--- src/rtl/pc_fetch_unit.sv ---
// rtl/pc_fetch_unit.sv - PC generator with a 2-entry {pc, inst} fetch FIFO towards decode.
// Optional FETCH_ALIGN_CHECK_EN: force word alignment of redirects and flag misaligned targets.
module pc_fetch_unit (
    input  logic        clk,
    input  logic        rst,
    input  logic        stall_i,
    input  logic        branch_flag_i,
    input  logic [31:0] branch_target_i,
    output logic        ce_o,
    output logic [31:0] pc_o,
    input  logic [31:0] inst_i,
    output logic        if_valid_o,
    input  logic        id_ready_i,
    output logic [31:0] if_pc_o,
    output logic [31:0] if_inst_o,
    output logic        adr_err_o
);

    localparam logic [0:0] ST_BOOT = 1'b0;
    localparam logic [0:0] ST_RUN  = 1'b1;

    logic [0:0]  state_q, state_d;
    logic [31:0] pc_q, pc_d;
    logic [1:0]  count_q, count_d;
    logic [31:0] e0_pc_q, e0_pc_d, e0_inst_q, e0_inst_d;
    logic [31:0] e1_pc_q, e1_pc_d, e1_inst_q, e1_inst_d;
    logic        adr_err_q, adr_err_d;

    logic        pop;
    logic        issue;
    logic [31:0] redirect_pc;
    logic        misaligned;

`ifdef FETCH_ALIGN_CHECK_EN
    assign redirect_pc = {branch_target_i[31:2], 2'b00};
    assign misaligned  = |branch_target_i[1:0];
`else
    assign redirect_pc = branch_target_i;
    assign misaligned  = 1'b0;
`endif

    assign pop   = (count_q != 2'd0) && id_ready_i;
    // A full FIFO may still issue when decode frees the head in the same cycle.
    assign issue = (state_q == ST_RUN) && !stall_i && !branch_flag_i &&
                   ((count_q != 2'd2) || pop);

    always_comb begin
        state_d   = state_q;
        pc_d      = pc_q;
        count_d   = count_q;
        e0_pc_d   = e0_pc_q;
        e0_inst_d = e0_inst_q;
        e1_pc_d   = e1_pc_q;
        e1_inst_d = e1_inst_q;
        adr_err_d = branch_flag_i && misaligned;

        if (branch_flag_i) begin
            state_d = ST_RUN;
            pc_d    = redirect_pc;
            count_d = 2'd0;
        end else if (state_q == ST_BOOT) begin
            state_d = ST_RUN;
        end else begin
            if (issue) begin
                pc_d = pc_q + 32'd4;
            end
            case ({issue, pop})
                2'b01: begin
                    e0_pc_d   = e1_pc_q;
                    e0_inst_d = e1_inst_q;
                    count_d   = count_q - 2'd1;
                end
                2'b10: begin
                    if (count_q == 2'd0) begin
                        e0_pc_d   = pc_q;
                        e0_inst_d = inst_i;
                    end else begin
                        e1_pc_d   = pc_q;
                        e1_inst_d = inst_i;
                    end
                    count_d = count_q + 2'd1;
                end
                2'b11: begin
                    // Head leaves, new entry lands behind whatever remains.
                    if (count_q == 2'd1) begin
                        e0_pc_d   = pc_q;
                        e0_inst_d = inst_i;
                    end else begin
                        e0_pc_d   = e1_pc_q;
                        e0_inst_d = e1_inst_q;
                        e1_pc_d   = pc_q;
                        e1_inst_d = inst_i;
                    end
                end
                default: ;
            endcase
        end
    end

    always_ff @(posedge clk or negedge rst) begin
        if (!rst) begin
            state_q   <= ST_BOOT;
            pc_q      <= 32'd0;
            count_q   <= 2'd0;
            e0_pc_q   <= 32'd0;
            e0_inst_q <= 32'd0;
            e1_pc_q   <= 32'd0;
            e1_inst_q <= 32'd0;
            adr_err_q <= 1'b0;
        end else begin
            state_q   <= state_d;
            pc_q      <= pc_d;
            count_q   <= count_d;
            e0_pc_q   <= e0_pc_d;
            e0_inst_q <= e0_inst_d;
            e1_pc_q   <= e1_pc_d;
            e1_inst_q <= e1_inst_d;
            adr_err_q <= adr_err_d;
        end
    end

    assign ce_o       = issue;
    assign pc_o       = pc_q;
    assign if_valid_o = (count_q != 2'd0);
    assign if_pc_o    = if_valid_o ? e0_pc_q : 32'd0;
    assign if_inst_o  = if_valid_o ? e0_inst_q : 32'd0;
    assign adr_err_o  = adr_err_q;

endmodule
--- config.mk ---
export PLATFORM = sky130hd
export DESIGN_NAME = pc_fetch_unit
export DESIGN_NICKNAME = d
export VERILOG_FILES = /design/src/rtl/pc_fetch_unit.sv
export SDC_FILE = /design/constraint.sdc
export NUM_CORES = 1
export LEC_CHECK = 0
export ABC_AREA = 1
export CAP_MARGIN = 20
export CORE_MARGIN = 2
export CORE_UTILIZATION = 53
export DETAILED_ROUTE_END_ITERATION = 6
export PLACE_DENSITY_LB_ADDON = 0.3
export SYNTH_ARGS = -nofsm -noshare
export SYNTH_HDL_FRONTEND = slang
export SYNTH_SLANG_ARGS = --single-unit
export TNS_END_PERCENT = 5
--- constraint.sdc ---
create_clock -name clk -period 2.4 [get_ports clk]
set_input_delay 0.48 -clock clk [delete_from_list [all_inputs] [get_ports clk]]
set_output_delay 0.48 -clock clk [all_outputs]
set_load 0.01 [all_outputs]
==> run metrics <==
HPWL Detailed=roughly 15000 microns; DIE AREA=between 15000 and 20000 sq um; Die Wd=around 130 microns; RSZ-0062 raised after global routing=yes; vias in the first global route=7847; cells on worst reg2reg path=11; worst-path cell with the longest stage delay=clkdlybuf4s50_1; crit path kind=reg -> out; largest net degree at the start of global routing=66; mux cell area share after synthesis=0%; Most used DFF post-synth=dfrtp_1; status=complete, but fails checks; syn avg cell area=6.87 sq um; layout cell share with drive strength beyond 1=5.20%; Final Max Tran Viols=0; internal power=~5.8 mW; largest stage delay on the critical path=570 ps; gpl congestion=approximately 0.86; ant diodes=0; Leak Pwr=roughly 6 nW; CTS sink cnt=between 150 and 200; Slew @ Worst Pin=approximately 570 ps; most frequent cells in the layout=530 x nand2_1, 163 x dfrtp_1, 152 x inv_1; CP endpoint kind=output pin; Initial DRC Count=between 700 and 800; remaining antenna violation count=0; Comb pwr share=a little under a quarter; Clock Tree Buf Depth=2; CP startpoint kind=flop; worst skew pair latency=430 ps; total grt overflow=0; post-layout min period=~2500 ps; post-synthesis adder-cell area fraction=less than 1%; count of input and output buffers=166; min-delay worst type=in -> async; worst path required time=1920 ps; worst vdd ir=0.510 mV; Final Util=around 70%; R2R Path End=pc_o[22]$_DFFE_PN0P_; CTS Hold Bufs=0; First-pass DRT Iterations=7; Reg clk slew, reported paths=about 60 ps; Final Hold Fails=0; Final Setup Violations=1; Worst Skew=7.64 ps; clock share of power=a little under a third; synthesis-to-finish area growth=29.5%; CP Data Arrival Time=between 1500 and 2000 ps; I/O Pins=around 170; Async SR Flop Fraction=between 90% and 100%; Simple-Gate Fraction of Synth Area=35.0%; area of the multi-input gates=~3700 sq um; gr usage total=between 20% and 30%; post-synthesis xor/xnor area fraction=less than 1%; synth warn=0; worst rel slew slack=between 60% and 70%; crit share post-route=103%; violated checks=setup timing; routed len/inst=approximately 14 microns; via count=8268; global-route wire length before repair=38500 microns; pwr/cell area=between 700 and 800 nW/um^2; Worst R2R Setup Slack=roughly 430 ps; Cell Chain, Critical Path=inv_1, ha_4, buf_12, nor2_1, clkdlybuf4s50_1; max_cap viols=0; fill cell count=1363; post-synth cell types=30; register area=4080 sq um; CTS tree=done; Synth Area in Compound Gates=under 10%; highest clock rate=0.405 GHz; Vias/cell=between 5 and 6; Die H=about 130 microns; setup TNS=-67.6 ps; core area=approximately 16000 sq um; Sequential Power Share=a little under half; wirelength, routed=22700 microns; Layout Nets=around 1.5k; residual DRC count=0; mapped cell area=slightly below 9000 sq um; cell count after placement=1607; FF-to-FF Start=count_q[1]$_DFFE_PN0P_; Sw Share=a little under a third; root buf cell=clkbuf_16; most common cell after layout, fill and taps aside=nand2_1; sequential share of the synthesized area=between 40% and 50%; critical path peak fanout=33; starting density of the core=54.4%; Post-synth EDFFs=0; register bit total from synthesis=about 160; H-tree depth=4; initial antenna violation count=0; setup ws final=-67.6 ps; switching power=between 2 and 3 mW; largest family of logic cells by synthesized area=simple AND/OR/NAND/NOR gates; non-filler instance count after layout=1638; Post-CTS Setup Bufs=0; CTS buffer count=17; synthesized netlist cell count=approximately 1.3k; row count=between 40 and 50; synthesized netlist net count=about 1.3k
==> logic make-up after synthesis <==
group,count (synthesis)
flops,163
fa+ha+maj,4
buf+inv,221
xor+xnor,4
compound gates,103
other cells,2
simple gates,762
==> worst max path at each step <==
stage / from / to / cells past startpoint
2_1_floorplan: count_q[0]$_DFFE_PN0P_ / ce_o / 8
6_report: count_q[1]$_DFFE_PN0P_ / if_pc_o[10] / 5
3_3_place_gp: branch_flag_i / ce_o / 7
5_1_grt: count_q[1]$_DFFE_PN0P_ / if_pc_o[10] / 5
4_1_cts: count_q[0]$_DFFE_PN0P_ / if_inst_o[10] / 6
3_5_place_dp: branch_flag_i / ce_o / 7
==> stage by stage <==
stage | hold WS, ps | power (mW) | area [sq um] | setup WS [ps]
2_1_floorplan | 184 | 5.06 | 8640 | 439
3_5_place_dp | 459 | 5.95 | 10700 | 45.9
5_1_grt | 48.5 | 8.95 | 11200 | -133
3_3_place_gp | 454 | 5.86 | 10700 | 65.7
4_1_cts | 28.2 | 8.44 | 11100 | -178
6_report | 15.2 | 8.40 | 11200 | -67.6
==> synthesized netlist by cell type (3+ instances only) <==
cell / number / area share, %
ha_1: 4 / 0.58
inv_2: 4 / 0.17
nor3_1: 4 / 0.23
dfrtp_1: 163 / 47
clkbuf_1: 15 / 0.65
o21ai_1: 25 / 1.4
a31oi_1: 5 / 0.36
buf_1: 3 / 0.13
buf_2: 38 / 2.2
buf_4: 8 / 0.69
o21ai_0: 58 / 3.4
a21oi_1: 6 / 0.35
nand2_1: 532 / 23
nor2_1: 111 / 4.8
nand3_1: 109 / 6.3
inv_1: 153 / 6.6
xor2_1: 3 / 0.30
o211ai_1: 3 / 0.26
==> final cells by class <==
cell class / count / area share [%]
tap: 216 / 2.42
clock buffer: 22 / 4.15
sequential: 163 / 36.4
multi-input combinational: 875 / 33.1
timing repair buffer: 196 / 17.9
inverter: 157 / 5.27
clock inverter: 9 / 0.738
==> state kept, by name (all words and copies together), names as in the netlist <==
register,count
count_q,2
e0_inst_q,32
e0_pc_q,32
e1_inst_q,32
e1_pc_q,32
pc_o,32
state_q,1
==> worst max-delay path: cells and delay by family, from the launching register on <==
kind / cells / cell delay, ps
flip-flops: 1 / 370
adder cells (fa/ha/maj): 1 / 170
AND/OR/NAND/NOR: 1 / 190
buffers and inverters: 3 / 820
==> power by group through the flow <==
stage / clock (mW) / sequential [mW] / combinational, mW
CTS: 2.57 / 3.89 / 1.98
floorplan: 0 / 3.83 / 1.23
detailed placement: 0 / 3.93 / 2.02
finish: 2.54 / 3.89 / 1.96
global route: 2.70 / 3.99 / 2.27
global placement: 0 / 3.90 / 1.96
==> routing by layer <==
metal  part of all wire [%]  global-route usage (%)  vias to the layer above
li1                       -                       -                     4145
met1                     43                    37.2                     3725
met2                     48                    43.6                      360
met3                    7.3                    5.52                       38
met4                    1.7                    9.30                        0
met5                      0                       0                        -
==> what timing repair did <==
item	4_1_cts	5_1_grt
setup endpoints to repair	65	35
gates cloned	0	0
hold endpoints to repair	0	0
gates resized for setup	57	13
Note: power is estimated with default switching activity, not from simulation.
